## src/rtl/load_store_unit.sv

```systemverilog
// Load/store unit: accepts one request at a time, computes the effective address,
// runs a single memory-controller transaction and returns a one-cycle writeback.
// Illegal funct3 values fault immediately without touching memory.
// Optional macro LSU_MISALIGN_TRAP_EN: misaligned halfword/word accesses also fault.
module load_store_unit (
  input  logic        clk,
  input  logic        rst,
  input  logic        req_valid,
  output logic        req_ready,
  input  logic        req_store,
  input  logic [2:0]  req_funct3,
  input  logic [31:0] req_base,
  input  logic [11:0] req_offset,
  input  logic [31:0] req_store_data,
  input  logic [4:0]  req_rd,
  output logic        mc_start,
  output logic [31:0] mc_address,
  output logic [2:0]  mc_mode,
  output logic        mc_write_enable,
  output logic [31:0] mc_write_data,
  input  logic        mc_done,
  input  logic [31:0] mc_read_data,
  output logic        wb_valid,
  output logic        wb_we,
  output logic [4:0]  wb_rd,
  output logic [31:0] wb_data,
  output logic        wb_fault,
  output logic        busy
);

  typedef enum logic [1:0] {
    IDLE  = 2'd0,
    ISSUE = 2'd1,
    WAIT  = 2'd2,
    RESP  = 2'd3
  } state_t;

  state_t      state;
  logic        store_q;
  logic [4:0]  rd_q;
  logic [31:0] eff_addr_c;
  logic        legal_c;
  logic        misalign_c;
  logic        req_fault_c;

  // Effective address with sign-extended 12-bit offset, 32-bit wrap-around
  assign eff_addr_c = req_base + {{20{req_offset[11]}}, req_offset};

  // Decide whether the incoming request must fault instead of reaching memory
  always_comb begin
    legal_c    = 1'b0;
    misalign_c = 1'b0;
    case (req_funct3)
      3'b000, 3'b001, 3'b010: legal_c = 1'b1;
      3'b100, 3'b101:         legal_c = ~req_store;
      default:                legal_c = 1'b0;
    endcase
`ifdef LSU_MISALIGN_TRAP_EN
    if (req_funct3[1:0] == 2'b01)
      misalign_c = eff_addr_c[0];
    else if (req_funct3[1:0] == 2'b10)
      misalign_c = (eff_addr_c[1:0] != 2'b00);
`endif
    req_fault_c = ~legal_c | misalign_c;
  end

  // Request sequencing with all outputs registered
  always_ff @(posedge clk) begin
    if (rst) begin
      state           <= IDLE;
      req_ready       <= 1'b1;
      mc_start        <= 1'b0;
      mc_address      <= 32'd0;
      mc_mode         <= 3'd0;
      mc_write_enable <= 1'b0;
      mc_write_data   <= 32'd0;
      wb_valid        <= 1'b0;
      wb_we           <= 1'b0;
      wb_rd           <= 5'd0;
      wb_data         <= 32'd0;
      wb_fault        <= 1'b0;
      busy            <= 1'b0;
      store_q         <= 1'b0;
      rd_q            <= 5'd0;
    end else begin
      case (state)
        IDLE: begin
          if (req_valid && req_ready) begin
            req_ready <= 1'b0;
            busy      <= 1'b1;
            store_q   <= req_store;
            rd_q      <= req_rd;
            if (req_fault_c) begin
              // Faulting requests bypass memory entirely
              state    <= RESP;
              wb_valid <= 1'b1;
              wb_fault <= 1'b1;
              wb_we    <= 1'b0;
              wb_data  <= 32'd0;
              wb_rd    <= req_rd;
            end else begin
              state           <= ISSUE;
              mc_start        <= 1'b1;
              mc_address      <= eff_addr_c;
              mc_mode         <= req_funct3;
              mc_write_enable <= req_store;
              mc_write_data   <= req_store_data;
            end
          end
        end
        ISSUE: begin
          mc_start <= 1'b0;
          state    <= WAIT;
        end
        WAIT: begin
          if (mc_done) begin
            mc_write_enable <= 1'b0;
            wb_valid        <= 1'b1;
            wb_we           <= ~store_q & (rd_q != 5'd0);
            wb_data         <= store_q ? 32'd0 : mc_read_data;
            wb_rd           <= rd_q;
            wb_fault        <= 1'b0;
            state           <= RESP;
          end
        end
        RESP: begin
          wb_valid  <= 1'b0;
          wb_we     <= 1'b0;
          wb_fault  <= 1'b0;
          wb_data   <= 32'd0;
          wb_rd     <= 5'd0;
          busy      <= 1'b0;
          req_ready <= 1'b1;
          state     <= IDLE;
        end
        default: state <= IDLE;
      endcase
    end
  end

endmodule

```

## config.mk

```make
export PLATFORM = sky130hd
export DESIGN_NAME = load_store_unit
export DESIGN_NICKNAME = d
export VERILOG_FILES = /design/src/rtl/load_store_unit.sv
export SDC_FILE = /design/constraint.sdc
export NUM_CORES = 1
export LEC_CHECK = 0
export ABC_CLOCK_PERIOD_IN_PS = 3400
export CAP_MARGIN = 10
export CELL_PAD_IN_SITES_DETAIL_PLACEMENT = 1
export CELL_PAD_IN_SITES_GLOBAL_PLACEMENT = 1
export CORE_AREA = 8 8 163 127
export DETAILED_ROUTE_END_ITERATION = 12
export DIE_AREA = 0 0 171 135
export DONT_BUFFER_PORTS = 1
export PLACE_DENSITY = 0.68
export SLEW_MARGIN = 15
export SYNTH_ARGS = -nofsm -noshare
export SYNTH_HDL_FRONTEND = slang
export SYNTH_SLANG_ARGS = --single-unit
export TNS_END_PERCENT = 100
```

## constraint.sdc

```tcl
create_clock -name clk -period 3.4 [get_ports clk]
set_clock_uncertainty 0.1 [all_clocks]
set_input_delay 0.51 -clock clk [delete_from_list [all_inputs] [get_ports clk]]
set_output_delay 0.51 -clock clk [all_outputs]
set_load 0.02 [all_outputs]
```

* Yosys cells after proc, flatten, opt, wreduce, memory -nomap -nowiden
Index checks and enable logic that the tools add are counted. W data, S select, Z words.
Operators by class: bitwise logic cells 3, reduce and logical (&&, ||, !) cells 17, add/subtract/negate cells 1, mux-type cells 34, equality and inequality tests 11
Operators with widths (number):
- $mux W32 | 4
- $pmux W32 S3 | 1
- $add A32 B32 Y32 | 1
- $mux W5 | 3
- $pmux W5 S3 | 1
- $mux W1 | 13
- $pmux W1 S2 | 5
- $pmux W1 S3 | 3
- $ne A2 B2 Y1 const B | 4
- $pmux W2 S4 | 1
- $reduce_and A4 Y1 | 2
- $eq A3 B3 Y1 const B | 2
- $mux W2 | 3
- $reduce_and A2 Y1 | 3
- $reduce_and A3 Y1 | 2
- $reduce_bool A2 Y1 | 3
- $reduce_bool A5 Y1 | 1
- $eq A2 B2 Y1 const B | 2
- $eq A3 B1 Y1 const B | 1
- $eq A3 B2 Y1 const B | 1
- $logic_not A3 Y1 | 1
- $reduce_bool A3 Y1 | 1
- $reduce_or A3 Y1 | 1
- $eq A2 B1 Y1 const B | 1
- other kinds (5) | 6
Storage, ports and cells: input port bits 121, output and inout bits 111, word-level logic and storage cells 81, bits in registers 119

* Logic depth before layout (Yosys ltp)
Gate-level depths: netlist of the first run.
depth after elaboration 6, mapped depth 10, mapped depth without buffers 9

* Worst setup path before layout of the first run
OpenSTA, ideal clock, no wires.
kind input port to flip-flop, start point input req_base[0], end point register mc_address[30], cell stages on the path 9, path buffers 0, required time 3.183 ns, arrival 2.731 ns, library setup time 0.117 ns, setup slack 0.452 ns, cell sequence ha_1 > fa_1 > a211oi_2 > o31ai_2 > o2111a_2 > o211ai_4 > a2111oi_4 > or3_1 > a32o_1
Between the ends: longest elaborated chain between the ends 1
Ends and longest elaborated chain:
- start: declaration | line 12 | input logic [31:0] req_base,
- $add A32 B32 Y32 | line 47 | assign eff_addr_c = req_base + {{20{req_offset[11]}}, req_offset};
- end signal: assignment | line 104 | mc_address <= eff_addr_c;
- end: declaration | line 17 | output logic [31:0] mc_address,
Every way passes these cells. A chain may end at the register's enable or synchronous reset.

* Final worst setup path of the first run
Same ends and word-level chain as after synthesis.

==> reports/qor.txt, run 1 <==
Power density of the placed cells - 756.5 nW/um^2
Count of cells resized by post-cts repair - 0
Number of buffers on the longest clock path - 2
Total of fill cells in the finished design - 2192
Final Setup Violations - 0
CTS H-tree depth - 4
Vias in the first global route - 5837
Seq/Total Area, Yosys - 38.50%
CTS buffer count - 17
Port Buffers - 0
Core area - 18080 sq um
Post-route worst setup slack - 0.6302 ns
Antenna cells - 0
Maximum vdd drop - 306.2 uV
CTS tree - done
IO Count - 232
Max Fanout on Critical Path - 5
Final critical-path required period - 2.770 ns
Static power due to leakage - 2.507 nW
Post-detailed-route via-to-cell ratio - 5.553
Final hold viol count - 0
Fmax - 361.0 MHz
End point of the critical path - mc_address[30]
# Max-Cap Violations - 0
Post-synthesis instance total - 782
Unrepaired setup endpoints after global routing - no
Yosys warns - 0
Mean cell area of the mapped netlist - 7.912 sq um
Number of rows in the core area - 43
Area leader, netlist - sky130_fd_sc_hd__dfxtp_1
DIE HEIGHT - 135 microns
Status - completed
Aggregate global routing overflow - 0
Transition at the pin with the smallest max-transition slack - 0.7207 ns
Sinks on Clock Net - 119
Pre-CTS setup slack - 0.2221 ns
Endpoint kind of the worst setup timing path - flop
Relative slew slack - 51.78%
Worst setup path class - primary input to flop
Main area contributors after synthesis - sky130_fd_sc_hd__dfxtp_1 39%, sky130_fd_sc_hd__nand2_1 10%, sky130_fd_sc_hd__a21oi_1 10%, sky130_fd_sc_hd__ha_1 7.1%, sky130_fd_sc_hd__nand3_1 3.5%
Total wirelength of the detailed-routed design - 20930 microns
Min-Delay Path Class - primary input to flop
Number of different library cells in the post-synthesis netlist - 67
Worst R2R Start - state[1]
Nets@finish - 915
Reg2Reg Capture Point - mc_address[31]
Hpwl dp - 15760 microns
Number of setup buffers added after CTS - 0
Die Span X - 171 microns
Final TNS setup - 0 ns
Maximum number of pins on one net before global-route repair - 119
Share of the synthesized area in the top cell type - 38.50%
Fraction of final layout cells with drive strength greater than 1 - 8.052%
Remaining routing DRC violations - 0
Area growth from synthesis to layout - 12.09%
Register area - 2382 sq um
Mean routed wirelength per cell - 20.58 microns
Synth Net Count - 939
DIE AREA - 23090 sq um
Leading register cell type out of synthesis - sky130_fd_sc_hd__dfxtp_1
Number of max-slew violations in the final report - 0
Global router's overall resource usage - 17.62%
Cell area after technology mapping - 6187 sq um
Fraction of the cycle the final worst path needs - 81.47%
Flop and latch count out of synthesis - 119
Crit start category - primary input
Arrival time of the worst setup path - 2.96 ns
Data required time at the worst endpoint - 3.59 ns
Effective utilization at floorplan - 34.23%
Proportion of synthesized flip-flops having asynchronous set or reset - 0%
Number of optimization iterations in the first detailed-route pass - 4
R2R Setup Slk - 0.86 ns
Hold buffer count at cts - 0
First-pass GRT wire length - 32100 microns
Worst-case reg-to-reg path depth - 5
Post-DRT Antenna Nets - 0
Worst skew pair latency - 0.41 ns
Start point of the critical path - req_base[0]
Area used by multi-input combinational logic - 3528 sq um
Initial antenna violation count - 0
Clock Root Buffer - sky130_fd_sc_hd__clkbuf_16
Vias post-DR - 5647
Hold_sp - rst
Clock-pin slew on the worst setup and hold paths - 0.06 ns
Final RePlAce weighted congestion - 0.9162
Number of enable flip-flop cells after synthesis - 0
Drt initial violations - 376
worst max-delay path, cell delays in order:
cell and delay, ns:
sky130_fd_sc_hd__ha_1 0.22, sky130_fd_sc_hd__fa_1 0.44, sky130_fd_sc_hd__a211oi_2 0.29, sky130_fd_sc_hd__o31ai_2 0.13, sky130_fd_sc_hd__o2111a_2 0.33, sky130_fd_sc_hd__o211ai_4 0.31, sky130_fd_sc_hd__a2111oi_4 0.12, sky130_fd_sc_hd__or3_1 0.35
sky130_fd_sc_hd__a32o_1 0.25
cells by family (layout without fill, tap and decap cells):
kind of cell | count (synthesis) | after routing | synth area share [%]
adder cells (fa/ha/maj) | 36 | 36 | 7.401
buffers and inverters | 64 | 52 | 5.035
XOR/XNOR | 20 | 20 | 2.831
AO/OA/AOI/OAI | 239 | 239 | 24.29
flip-flops | 119 | 119 | 38.50
AND/OR/NAND/NOR | 304 | 304 | 21.94
cell usage in the layout, fill, tap and decap left out, types with 9 or more instances in the layout:
master,instances
sky130_fd_sc_hd__a211oi_1,16
sky130_fd_sc_hd__a21o_1,14
sky130_fd_sc_hd__a21oi_1,125
sky130_fd_sc_hd__buf_4,10
sky130_fd_sc_hd__clkbuf_16,17
sky130_fd_sc_hd__dfxtp_1,119
sky130_fd_sc_hd__ha_1,35
sky130_fd_sc_hd__inv_1,10
sky130_fd_sc_hd__nand2_1,171
sky130_fd_sc_hd__nand3_1,43
sky130_fd_sc_hd__nand3b_1,9
sky130_fd_sc_hd__nand4_1,10
sky130_fd_sc_hd__nor2_1,29
sky130_fd_sc_hd__nor3_1,12
sky130_fd_sc_hd__o21ai_0,22
sky130_fd_sc_hd__xnor2_1,12
cell usage after synthesis, types with 7 or more instances:
cell type and count:
sky130_fd_sc_hd__o21ai_0 22, sky130_fd_sc_hd__nor2_1 30, sky130_fd_sc_hd__nand2_1 171, sky130_fd_sc_hd__a21o_1 14, sky130_fd_sc_hd__nor3b_1 7, sky130_fd_sc_hd__nor3_1 12
sky130_fd_sc_hd__nand4_1 10, sky130_fd_sc_hd__xnor2_1 12, sky130_fd_sc_hd__a21oi_1 125, sky130_fd_sc_hd__dfxtp_1 119, sky130_fd_sc_hd__ha_1 35, sky130_fd_sc_hd__a211oi_1 16
sky130_fd_sc_hd__clkbuf_1 38, sky130_fd_sc_hd__inv_1 10, sky130_fd_sc_hd__nand3b_1 9, sky130_fd_sc_hd__xor2_1 8, sky130_fd_sc_hd__nand3_1 43, sky130_fd_sc_hd__o21ai_1 8
metrics by stage:
step	cells	total power, mW	util (%)	cell area [sq um]	hold slack (ns)
CTS	1017	5.318	38.37	6935	0.04424
floorplan	782	3.054	-	6187	0.3367
global placement	986	3.425	35.14	6352	0.3540
finish	1017	5.246	38.37	6935	0.06166
detailed placement	986	3.504	35.14	6352	0.3609
global route	1017	5.566	38.37	6935	0.03655
worst min-delay path by stage:
stage                        to  slack (ns)  cells past startpoint
2_1_floorplan           store_q        0.34                      2
6_report       mc_write_data[6]        0.06                      1
5_1_grt        mc_write_data[5]        0.04                      1
3_3_place_gp            store_q        0.35                      2
4_1_cts        mc_write_data[6]        0.04                      1
3_5_place_dp            rd_q[3]        0.36                      2
where the power goes:
group / leakage [nW] / switching, mW / total, mW / internal, mW
clock: 0.274 / 0.666 / 1.78 / 1.11
sequential: 0.967 / 0.421 / 2.03 / 1.61
combinational: 1.27 / 0.941 / 1.43 / 0.492
total: 2.51 / 2.03 / 5.25 / 3.22
flip-flops by register name (all words and copies together), names as in the netlist, 2 cells and up:
| name | count |
|---|---|
| rd_q | 5 |
| mc_mode | 3 |
| mc_write_data | 32 |
| mc_address | 32 |
| wb_data | 32 |
| wb_rd | 5 |
| state | 2 |
routing by layer:
layer	track usage, %	vias to the layer above	routed length [microns]
li1	-	2719	-
met1	20.90	2719	8934
met2	27.73	196	9410
met3	8.661	13	2401
met4	5.012	0	184
met5	0	-	0
cell type report:
type | instances | share of cell area (%)
clock inverter | 11 | 1.822
clock buffer | 20 | 6.585
timing repair buffer | 11 | 1.371
sequential | 119 | 34.35
multi-input combinational | 599 | 50.87
tap | 247 | 4.456
inverter | 10 | 0.5412
(Power assumes the default switching activity.)
==> run 2, diff against run 1 <==
--- a/config.mk
+++ b/config.mk
@@ -5,7 +5,7 @@
 export SDC_FILE = /design/constraint.sdc
 export NUM_CORES = 1
 export LEC_CHECK = 0
-export ABC_CLOCK_PERIOD_IN_PS = 3400
+export ABC_CLOCK_PERIOD_IN_PS = 2800
 export CAP_MARGIN = 10
 export CELL_PAD_IN_SITES_DETAIL_PLACEMENT = 1
 export CELL_PAD_IN_SITES_GLOBAL_PLACEMENT = 1
==> constraint.sdc (replaced) <==
create_clock -name clk -period 2.8 [get_ports clk]
set_clock_uncertainty 0.1 [all_clocks]
set_input_delay 0.42 -clock clk [delete_from_list [all_inputs] [get_ports clk]]
set_output_delay 0.42 -clock clk [all_outputs]
set_load 0.02 [all_outputs]
==> run 2 against run 1 <==
Non-clock buffer count rose by 12; sequential power up 22%; combinational power up 23%; core utilization increased by 0.70 points; wire length increased by 3.7%; largest power group unchanged.
==> reports/qor.txt, run 2 (synthesis results as in run 1) <==
Fraction of final layout cells with drive strength greater than 1 - 9.706% (+1.7 points)
Arrival time of the worst setup path - 2.67 ns (-0.29 ns)
CTS buffer count - 17 (unchanged)
Register area - 2382 sq um (unchanged)
Number of rows in the core area - 43 (unchanged)
Transition at the pin with the smallest max-transition slack - 0.6826 ns (-0.03802 ns)
Fmax - 404.0 MHz
Nets@finish - 927 (+1.3%)
Placed insts - 995 (+0.91%)
Number of max-slew violations in the final report - 0 (unchanged)
Static power due to leakage - 2.584 nW (+3.1%)
First-pass GRT wire length - 33440 microns (+4.2%)
Final critical-path required period - 2.476 ns
Crit start category - primary input
Number of buffers on the longest clock path - 2 (unchanged)
Unrepaired setup endpoints after global routing - no
Vias in the first global route - 6084 (+4.2%)
Worst setup path class - primary input to flop
Effective utilization at floorplan - 34.23% (unchanged)
Die Span X - 171 microns (unchanged)
Post-DRT Antenna Nets - 0 (unchanged)
DIE AREA - 23090 sq um (unchanged)
Total of fill cells in the finished design - 2175 (-0.78%)
Clock Root Buffer - sky130_fd_sc_hd__clkbuf_16
Fraction of the cycle the final worst path needs - 88.41%
Status - completed
DIE HEIGHT - 135 microns (unchanged)
CTS tree - done
Total wirelength of the detailed-routed design - 21710 microns (+3.7%)
Data required time at the worst endpoint - 2.99 ns (-0.60 ns)
Global router's overall resource usage - 18.28% (+0.66 points)
Mean routed wirelength per cell - 21.06 microns (+2.3%)
Max Fanout on Critical Path - 3 (-2)
Hold Slack - 0.02804 ns (-0.03362 ns)
Endpoint kind of the worst setup timing path - flop
CTS H-tree depth - 4 (unchanged)
Clock-pin slew on the worst setup and hold paths - 0.06 ns (about the same)
Aggregate global routing overflow - 0 (unchanged)
Final Setup Violations - 0 (unchanged)
Number of optimization iterations in the first detailed-route pass - 5 (+1)
Commonest non-fill, non-tap cells in the layout - 171 x sky130_fd_sc_hd__nand2_1, 125 x sky130_fd_sc_hd__a21oi_1, 119 x sky130_fd_sc_hd__dfxtp_1
Area growth from synthesis to layout - 14.14%
Sinks on Clock Net - 119 (unchanged)
Maximum number of pins on one net before global-route repair - 53 (-55%)
Final RePlAce weighted congestion - 0.8848 (-3.4%)
Maximum vdd drop - 329.9 uV (+7.7%)
Count of cells resized by post-cts repair - 0 (unchanged)
Initial antenna violation count - 2 (+2)
Final hold viol count - 0 (unchanged)
Total power of the final layout - 6.415 mW (+22%)
Leading cell type in the layout, fill and taps excluded - sky130_fd_sc_hd__nand2_1
Hpwl dp - 16110 microns (+2.3%)
Worst skew pair latency - 0.41 ns (about the same)
Vias post-DR - 5731 (+1.5%)
Count of placed standard cells in the final layout, fillers left out - 1031 (+1.4%)
Final TNS setup - 0 ns (unchanged)
Power density of the placed cells - 908.5 nW/um^2 (+20%)
Min-Delay Path Class - primary input to flop
Biggest registers after layout - mc_address (32), mc_write_data (32), wb_data (32)
Area used by multi-input combinational logic - 3531 sq um (about the same)
Remaining routing DRC violations - 0 (unchanged)
Drt initial violations - 365 (-2.9%)
Port Buffers - 0 (unchanged)
# Max-Cap Violations - 0 (unchanged)
Core area - 18080 sq um (unchanged)
IO Count - 232 (unchanged)
Post-detailed-route via-to-cell ratio - 5.559 (+0.11%)
Relative slew slack - 54.38% (+2.6 points)
[run 2: cell count changes in the layout (fill, tap and decap cells not counted), sizes merged]
| cell | change |
|---|---|
| clkbuf | -1 |
| clkinvlp | -2 |
| inv | +2 |
| diode | +1 |
| clkinv | +2 |
| buf | +12 |
[run 2: final timing paths]
check | depth (start not counted) | to | start | slack [ns]
worst max-delay path | 9 | mc_address[30] | req_base[0] | 0.32
worst min-delay path | 1 | req_ready | rst | 0.03
worst max register to register | 7 | wb_data[15] | state[1] | 0.42
worst min register to register | 2 | store_q | store_q | 0.38
[run 2: routing by layer]
layer	vias up	share of wire [%]	track usage [%]
li1	2750	-	-
met1	2763	43	21.54
met2	199	45	29.14
met3	17	12	9.245
met4	2	0.91	4.337
met5	-	0.055	0
[run 2: final cells by class]
class	instances	area share [%]
antenna	1	0.03544
clock buffer	19	6.272
clock inverter	13	2.073
inverter	10	0.5315
multi-input combinational	599	50.00
sequential	119	33.73
tap	247	4.376
timing repair buffer	23	2.977
[run 2: critical path: stages]
cell and delay (ns):
sky130_fd_sc_hd__ha_1 0.22, sky130_fd_sc_hd__fa_2 0.37, sky130_fd_sc_hd__a211oi_2 0.26, sky130_fd_sc_hd__o31ai_2 0.11, sky130_fd_sc_hd__o2111a_2 0.30, sky130_fd_sc_hd__o211ai_4 0.27
sky130_fd_sc_hd__a2111oi_4 0.11, sky130_fd_sc_hd__or3_1 0.36, sky130_fd_sc_hd__a32o_1 0.25
[run 2: stage by stage]
step	setup slack, ns	utilization, %	area (sq um)
after floorplan	0.002735	-	6190
after global placement	-0.04465	35.46	6410
after detailed placement	-0.09019	35.46	6410
after CTS	0.3316	39.05	7059
after global routing	0.2182	39.06	7062
final	0.3244	39.06	7062
[run 2: repair_timing]
action,CTS,global route
setup buffers,0,0
endpoints found under the hold margin,52,0
hold buffers,3,0
[run 2: power breakdown]
group	internal (mW)	switching, mW	total (mW)
Sequential	1.96	0.511	2.47
Combinational	0.599	1.16	1.76
Clock	1.34	0.842	2.18
Total	3.90	2.51	6.42
==> run 3, diff against run 2 <==
--- a/config.mk
+++ b/config.mk
@@ -14,7 +14,7 @@
 export DIE_AREA = 0 0 171 135
 export DONT_BUFFER_PORTS = 1
 export PLACE_DENSITY = 0.68
-export SLEW_MARGIN = 15
+export SLEW_MARGIN = 20
 export SYNTH_ARGS = -nofsm -noshare
 export SYNTH_HDL_FRONTEND = slang
 export SYNTH_SLANG_ARGS = --single-unit
==> results of run 3 <==
The final DEF is identical to that of run 2; final timing and power are the same.
